`config.mk`:
```
export PLATFORM = sky130hd
export DESIGN_NAME = if_fetch_stage_flat
export DESIGN_NICKNAME = d
export VERILOG_FILES = /design/src/rtl/if_fetch_stage_pkg.sv /design/src/rtl/if_fetch_stage_if.sv /design/src/rtl/if_fetch_stage_hold_buffer.sv /design/src/rtl/if_fetch_stage.sv /design/src/flat_wrapper.sv
export SDC_FILE = /design/constraint.sdc
export NUM_CORES = 1
export LEC_CHECK = 0
export ABC_AREA = 0
export BUFFER_PORTS_ARGS = -buffer_cell sky130_fd_sc_hd__buf_2
export CAP_MARGIN = 15
export CORE_UTILIZATION = 33
export DETAILED_ROUTE_END_ITERATION = 12
export PLACE_DENSITY = 0.65
export SLEW_MARGIN = 30
export SYNTH_ARGS = -nofsm -noshare
export SYNTH_HDL_FRONTEND = slang
export SYNTH_SLANG_ARGS = --single-unit
```
`constraint.sdc`:
```
create_clock -name i_sys_clk -period 2 [get_ports i_sys_clk]
set_input_delay 0.3 -clock i_sys_clk [delete_from_list [all_inputs] [get_ports i_sys_clk]]
set_output_delay 0.3 -clock i_sys_clk [all_outputs]
set_load 0.02 [all_outputs]
```
`src/rtl/if_fetch_stage_pkg.sv`:
```
// Shared constants, FSM state type and address helper for the instruction-fetch stage.
package if_fetch_stage_pkg;

  localparam int unsigned INST_LEN = 32;
  localparam int unsigned PC_INC   = 4;
  localparam logic [INST_LEN-1:0] NOP_INST = '0;

  typedef enum logic [1:0] {
    S_RST   = 2'd0,
    S_FETCH = 2'd1,
    S_HOLD  = 2'd2,
    S_DRAIN = 2'd3
  } if_state_e;

  function automatic logic [INST_LEN-1:0] word_align(input logic [INST_LEN-1:0] addr);
    return {addr[INST_LEN-1:2], 2'b00};
  endfunction

endpackage

```
`src/rtl/if_fetch_stage_if.sv`:
```
// Single-outstanding request/acknowledge instruction-memory port.
interface if_fetch_stage_if
  import if_fetch_stage_pkg::*;
#(
  parameter int unsigned W = INST_LEN
);

  logic         o_imem_req;
  logic [W-1:0] o_imem_addr;
  logic         i_imem_ack;
  logic [W-1:0] i_imem_rdata;

  modport master (
    output o_imem_req,
    output o_imem_addr,
    input  i_imem_ack,
    input  i_imem_rdata
  );

  modport slave (
    input  o_imem_req,
    input  o_imem_addr,
    output i_imem_ack,
    output i_imem_rdata
  );

endinterface

```
`src/rtl/if_fetch_stage_hold_buffer.sv`:
```
// Load-enable instruction register with valid flag; keeps a fetched word while the pipe is frozen.
module if_fetch_stage_hold_buffer #(
  parameter int unsigned W = 32
) (
  input  logic         clk_i,
  input  logic         rst_i,
  input  logic         load_i,
  input  logic         clear_i,
  input  logic [W-1:0] data_i,
  output logic [W-1:0] data_o,
  output logic         valid_o
);

  logic [W-1:0] data_q, data_d;
  logic         valid_q, valid_d;

  always_comb begin
    data_d  = data_q;
    valid_d = valid_q;
    if (load_i) begin
      data_d  = data_i;
      valid_d = 1'b1;
    end else if (clear_i) begin
      valid_d = 1'b0;
    end
  end

  always_ff @(posedge clk_i) begin
    if (rst_i) begin
      data_q  <= '0;
      valid_q <= 1'b0;
    end else begin
      data_q  <= data_d;
      valid_q <= valid_d;
    end
  end

  assign data_o  = data_q;
  assign valid_o = valid_q;

endmodule

```
`src/rtl/if_fetch_stage.sv`:
```
// Instruction-fetch stage: owns the PC, drives the imem port and presents {PC+4, instruction} to IF/ID.
module if_fetch_stage
  import if_fetch_stage_pkg::*;
#(
  parameter int unsigned            P_INST_LEN = INST_LEN,
  parameter logic [P_INST_LEN-1:0]  P_RESET_PC = '0
) (
  input  logic                  i_sys_clk,
  input  logic                  i_sys_rst,
  input  logic                  i_freeze,
  input  logic                  i_branch_taken,
  input  logic [P_INST_LEN-1:0] i_branch_target,
  if_fetch_stage_if.master      imem,
  output logic [P_INST_LEN-1:0] o_PC_out,
  output logic [P_INST_LEN-1:0] o_instruction_out,
  output logic                  o_inst_valid
);

  if_state_e             state_q, state_d;
  logic [P_INST_LEN-1:0] pc_q, pc_d;
  logic [P_INST_LEN-1:0] redir_q, redir_d;

  logic [P_INST_LEN-1:0] pc_inc;
  logic [P_INST_LEN-1:0] tgt;
  logic                  req;
  logic                  hold_load, hold_clear, hold_valid;
  logic [P_INST_LEN-1:0] hold_data;

  assign pc_inc = pc_q + P_INST_LEN'(PC_INC);
  assign tgt    = word_align(i_branch_target);

  if_fetch_stage_hold_buffer #(
    .W(P_INST_LEN)
  ) u_hold (
    .clk_i  (i_sys_clk),
    .rst_i  (i_sys_rst),
    .load_i (hold_load),
    .clear_i(hold_clear),
    .data_i (imem.i_imem_rdata),
    .data_o (hold_data),
    .valid_o(hold_valid)
  );

  always_ff @(posedge i_sys_clk) begin
    if (i_sys_rst) begin
      state_q <= S_RST;
      pc_q    <= P_RESET_PC;
      redir_q <= '0;
    end else begin
      state_q <= state_d;
      pc_q    <= pc_d;
      redir_q <= redir_d;
    end
  end

  // req depends on state only, so freeze never reaches the memory port combinationally
  always_comb begin
    state_d           = state_q;
    pc_d              = pc_q;
    redir_d           = redir_q;
    req               = 1'b0;
    o_instruction_out = NOP_INST;
    o_inst_valid      = 1'b0;
    hold_load         = 1'b0;
    hold_clear        = 1'b0;
    unique case (state_q)
      S_RST: state_d = S_FETCH;
      S_FETCH: begin
        req = 1'b1;
        if (i_branch_taken) begin
          if (imem.i_imem_ack) begin
            pc_d = tgt;
          end else begin
            redir_d = tgt;
            state_d = S_DRAIN;
          end
        end else if (imem.i_imem_ack) begin
          o_instruction_out = imem.i_imem_rdata;
          o_inst_valid      = 1'b1;
          if (i_freeze) begin
            hold_load = 1'b1;
            state_d   = S_HOLD;
          end else begin
            pc_d = pc_inc;
          end
        end
      end
      S_HOLD: begin
        if (i_branch_taken) begin
          pc_d       = tgt;
          state_d    = S_FETCH;
          hold_clear = 1'b1;
        end else begin
          o_instruction_out = hold_data;
          o_inst_valid      = hold_valid;
          if (!i_freeze) begin
            pc_d       = pc_inc;
            state_d    = S_FETCH;
            hold_clear = 1'b1;
          end
        end
      end
      S_DRAIN: begin
        // Squashed fetch must still complete; the newest redirect wins.
        req = 1'b1;
        if (i_branch_taken) redir_d = tgt;
        if (imem.i_imem_ack) begin
          pc_d    = i_branch_taken ? tgt : redir_q;
          state_d = S_FETCH;
        end
      end
      default: state_d = S_RST;
    endcase
  end

  assign imem.o_imem_req  = req;
  assign imem.o_imem_addr = pc_q;
  assign o_PC_out         = pc_inc;

endmodule

```
`src/flat_wrapper.sv`:
```
// flat-port wrapper written by rule: the top's interface ports become plain ports
module if_fetch_stage_flat import if_fetch_stage_pkg::*;
#(
  parameter int unsigned            P_INST_LEN = INST_LEN,
  parameter logic [P_INST_LEN-1:0]  P_RESET_PC = '0
)
  (i_sys_clk, i_sys_rst, i_freeze, i_branch_taken, i_branch_target, o_PC_out, o_instruction_out, o_inst_valid, imem_o_imem_req, imem_o_imem_addr, imem_i_imem_ack, imem_i_imem_rdata);
  if_fetch_stage_if imem_i ();
  input  logic i_sys_clk;
  input  logic i_sys_rst;
  input  logic i_freeze;
  input  logic i_branch_taken;
  input  logic [P_INST_LEN-1:0] i_branch_target;
  output logic [P_INST_LEN-1:0] o_PC_out;
  output logic [P_INST_LEN-1:0] o_instruction_out;
  output logic o_inst_valid;
  output wire logic [$bits(imem_i.o_imem_req)-1:0] imem_o_imem_req;
  output wire logic [$bits(imem_i.o_imem_addr)-1:0] imem_o_imem_addr;
  input wire logic [$bits(imem_i.i_imem_ack)-1:0] imem_i_imem_ack;
  input wire logic [$bits(imem_i.i_imem_rdata)-1:0] imem_i_imem_rdata;
  assign imem_o_imem_req = imem_i.o_imem_req;
  assign imem_o_imem_addr = imem_i.o_imem_addr;
  assign imem_i.i_imem_ack = imem_i_imem_ack;
  assign imem_i.i_imem_rdata = imem_i_imem_rdata;
  if_fetch_stage #(.P_INST_LEN(P_INST_LEN), .P_RESET_PC(P_RESET_PC)) u_core (.i_sys_clk(i_sys_clk), .i_sys_rst(i_sys_rst), .i_freeze(i_freeze), .i_branch_taken(i_branch_taken), .i_branch_target(i_branch_target), .imem(imem_i), .o_PC_out(o_PC_out), .o_instruction_out(o_instruction_out), .o_inst_valid(o_inst_valid));
endmodule
```
* Yosys cells after proc, flatten, opt, wreduce, memory -nomap -nowiden
Index checks and enable logic that the tools add are counted.
Widths: inputs -> output; s select.
** Word-level totals
- Bits in registers :: 99
- Logic and storage cells :: 62
- Output and inout bits :: 98
** Operators by class
- Reduce and logical (&&, ||, !) cells :: 8
- Multiplexer cells :: 37
- $add $sub $neg :: 1
- Equality and inequality tests :: 11
** Operators by type and width (number)
- $mux 32 :: 12
- $pmux 32 s2 :: 2
- $pmux 32 s3 :: 1
- $add 32x3->32 const B :: 1
- $mux 2 :: 7
- $mux 1 :: 13
- $ne 3x3->1 const B :: 4
- $ne 2x2->1 const B :: 4
- $pmux 2 s4 :: 1
- $reduce_and 3->1 :: 2
- $reduce_and 5->1 :: 1
- $eq 2x2->1 const B :: 2
- $reduce_bool 2->1 :: 2
- $reduce_bool 3->1 :: 1
- $eq 2x1->1 const B :: 1
- $logic_not 2->1 :: 1
- $pmux 1 s2 :: 1
- $reduce_or 2->1 :: 1

* Longest topological paths before layout
- Depth after elaboration :: 5
- Gate-level depth with buffers :: 10
- Depth with buffers taken out :: 7

* Modules after synthesis
From an unflattened synthesis, not the netlist that was laid out.
** Second synthesis, totals
- Cells, all modules :: 677
- Area total of the unflattened synthesis :: 5651.7 um2
** By module, submodules not included
- if_fetch_stage :: area each 4446.8 um2, times used 1, cells an instance 569
- if_fetch_stage_hold_buffer :: area each 1204.9 um2, times used 1, cells an instance 108

* Worst setup path after synthesis
No wires, ideal clock.
- Path type :: register to output
- Start :: register u_core.pc_q[2] (netlist: u_core.imem.o_imem_addr[2])
- End :: output port o_PC_out[26]
- Stages on the path, launching flop included :: 6
- Arrival time :: 2.039 ns
- Path slack :: -0.339 ns
- Data required time :: 1.700 ns
- Buffers on the path :: 0
- Path through :: dfxtp_1 > ha_1 > nand3_1 > nor4_4 > nand4_1 > xnor2_1
** On the way
- Cells in the longest elaborated chain, start to end :: 1
** Ends and longest elaborated chain
- start: declaration :: RTL line if_fetch_stage.sv:20 : logic [P_INST_LEN-1:0] pc_q, pc_d;
- start signal: assignment :: RTL line if_fetch_stage.sv:51 : pc_q <= pc_d;
- $add 32x3->32 :: RTL line if_fetch_stage.sv:29 : assign pc_inc = pc_q + P_INST_LEN'(PC_INC);
- end: declaration :: RTL line flat_wrapper.sv:14 : output logic [P_INST_LEN-1:0] o_PC_out;
Every way passes these cells.

* Worst setup path in the final report
- Start :: register u_core.pc_q[15] (netlist: u_core.imem.o_imem_addr[15])
- End :: output port o_PC_out[30]
Same word-level chain as after synthesis.

==> out/qor.csv <==
metric,value,unit
place_ws,-0.00543,ns
cts-htree-levels,3,
synth.area.mux_share,7.75,%
num_vias,6256,
drt_pass1_iterations,4,
clkPwrFrac,28.0,%
syn2layout_area_growth,61.4,%
synthCells,714,
setup_viol,50,
synth_warnings,0,
synth_fa_ha_area_share,1.13,%
portBuffers,164,
place_congestion,0.836,
fp.dieW,132,um
finalMaxSlewViolations,0,
max_clock_freq,434,MHz
relSlewSlack,64.0,%
p_sw_share,34.4,%
hold_class,in -> reg,
crit_path_max_fanout,7,
antenna_cells,0,
synth_xor_area_share,4.41,%
syn_avg_cell_area,7.78,sq um
dp_hpwl,12.1,mm
root_buffer,clkbuf_16,
synth.distinct_cells,55,
start_util,33.6,%
viasPerCell,5.31,
fin_ws,-0.302,ns
power_frac_comb,37.1,%
power_density,725,nW/um^2
num_rows,47,
synth_edf_count,0,
grt_pass1_wl,31.5,mm
leakagePower,3.95,nW
antenna_found_initial,0,
chipHeight,132,um
grt_setup_unrepaired,true,
min_period_over_period,115,%
drive_above_1_share,46.8,%
path_clk_slew,0.07,ns
p_sw,2.24,mW
cts_tree,done,
holdBufCountCts,0,
max-cap-violations,0,
final_cell_mix,"buf_2 (114), nand2_1 (109), buf_4 (107)",
crit_path_end_kind,output port,
drcViolationCount,0,
fp.dieArea,17400,sq um
grt_use_total,22.7,%
cts.sinks,99,
cts_max_path_buffers,2,
worst_pin_slew,0.539,ns
synth_flop_cell,dfxtp_1,
fin_skew,0.00459,ns
syn-cell-area,5560,sq um
required,1.70,ns
grt_overflow,0,
finalHoldViolations,0,
layout_commonest_cell,buf_2,
grt_max_degree,49,
wl,20.3,mm
place_inst,1103,
async_flop_share,0,%
placed_area,7180,sq um
cts_buffers,9,
synth_top_family_by_area,simple AND/OR/NAND/NOR gates,
crit_arrival,2.00,ns
ir_drop,0.491,mV
drt_iter0_drc,372,
syn_nets,788,
yosysSeqAreaShare,35.7,%
core_area,16500,sq um
violations,negative setup slack,
pwr-share-seq,34.9,%
layout_min_cycle_time,2.30,ns
critPathLaunchType,flip-flop,
synth-simple-area-share,24.6,%
io_pins,167,
wl_per_cell,17.2,um
clkLatencyLatePin,0.35,ns
status,finished with violations,
fillers,1523,
stdcell_area,8970,sq um
stdcell_count,1179,
synth_compound_area_share,21.0,%
grt_pass1_vias,5862,
final_antenna_net_count,0,
worstSetupPathType,reg -> out,
fin_nets,1028,
intPower,4.27,mW
ys_ff_latch,99,
power by group through the flow:
stage,Combinational (mW),Sequential (mW),Clock (mW)
floorplan,1.05,2.45,0
global placement,1.95,2.28,0
detailed placement,1.95,2.28,0
CTS,2.29,2.26,1.86
global route,2.58,2.29,1.92
finish,2.41,2.27,1.82
critical path, cell delays in order (launching register included):
cell     delay, ns
dfxtp_4       0.37
nand4_1       0.18
nor4_4        0.32
buf_6         0.19
nand4_1       0.21
xnor2_2       0.21
buf_4         0.16
final cells by class:
cell class | count | area (sq um) | share of cell area (%)
Multi-Input combinational cell | 542 | 3870 | 43.1
Timing Repair Buffer | 292 | 2440 | 27.2
Sequential cell | 99 | 2030 | 22.7
Tap cell | 220 | 275 | 3.07
Clock buffer | 10 | 239 | 2.66
Clock inverter | 6 | 62.6 | 0.698
Inverter | 10 | 45.0 | 0.502
state kept, by name, indices dropped and copies added, names as in the netlist:
signal	cells
u_core.state_q	2
u_core.imem.o_imem_addr	32
u_core.u_hold.valid_o	1
u_core.u_hold.data_o	32
u_core.redir_q	32
per-stage QoR:
stage / power (mW) / hold WS [ns] / setup TNS [ns] / utilization, %
finish: 6.50 / 0.191 / -4.08 / 54.3
global route: 6.78 / 0.193 / -7.35 / 54.3
floorplan: 3.50 / 0.432 / -0.925 / -
CTS: 6.41 / 0.181 / -5.67 / 52.2
detailed placement: 4.24 / 0.447 / -0.00543 / 43.5
global placement: 4.23 / 0.442 / 0 / 43.5
Yosys cell counts (6+ instances only):
master | n | share of area [%]
xnor2_1 | 22 | 3.5
nand2b_1 | 7 | 0.79
o211ai_1 | 18 | 2.4
mux2i_1 | 43 | 7.7
o31ai_1 | 6 | 0.81
nor2_1 | 62 | 4.2
and3_1 | 14 | 1.6
clkbuf_1 | 40 | 2.7
nand4_1 | 10 | 1.1
a22oi_1 | 32 | 4.3
dfxtp_1 | 99 | 36
inv_1 | 9 | 0.61
nor2b_1 | 34 | 3.8
nand2_1 | 113 | 7.6
buf_2 | 17 | 1.5
xor2_1 | 6 | 0.95
o22ai_1 | 10 | 1.1
nand3_1 | 12 | 1.1
a21oi_1 | 60 | 5.4
o21ai_0 | 30 | 2.7
nor3_1 | 7 | 0.63
path summary, 6_finish.rpt:
| check | from | to | depth (start not counted) | slack, ns |
|---|---|---|---|---|
| worst max register to register | u_core.state_q[1]$_SDFFE_PP0P_ | u_core.imem.o_imem_addr[27]$_SDFFE_PP0P_ | 10 | 0.12 |
| worst min register to register | u_core.redir_q[0]$_SDFFE_PP0P_ | u_core.imem.o_imem_addr[0]$_SDFFE_PP0P_ | 2 | 0.47 |
| worst max-delay path | u_core.imem.o_imem_addr[15]$_SDFFE_PP0P_ | o_PC_out[30] | 6 | -0.30 |
| worst min-delay path | i_branch_target[23] | u_core.redir_q[23]$_SDFFE_PP0P_ | 3 | 0.19 |
metal layers:
metal	wire, um	track usage [%]	vias up	share of wire (%)
met1	8710	28.6	2999	43
met4	380	7.36	0	1.9
li1	-	-	2999	-
met3	1120	4.38	29	5.5
met2	10100	38.9	229	50
met5	0	0	-	0
cell families after synthesis:
group	count (synthesis)
flops	99
buf+inv	73
fa+ha+maj	5
xor+xnor	28
compound gates	185
simple gates	281
mux	43
timing repair:
action,4_1_cts,5_1_grt
pin swaps,44,30
endpoints found under the setup margin,57,66
buffers inserted,33,25
gates resized for setup,155,66
cloned,11,1
No activity file was read; power rests on OpenSTA's default activity.
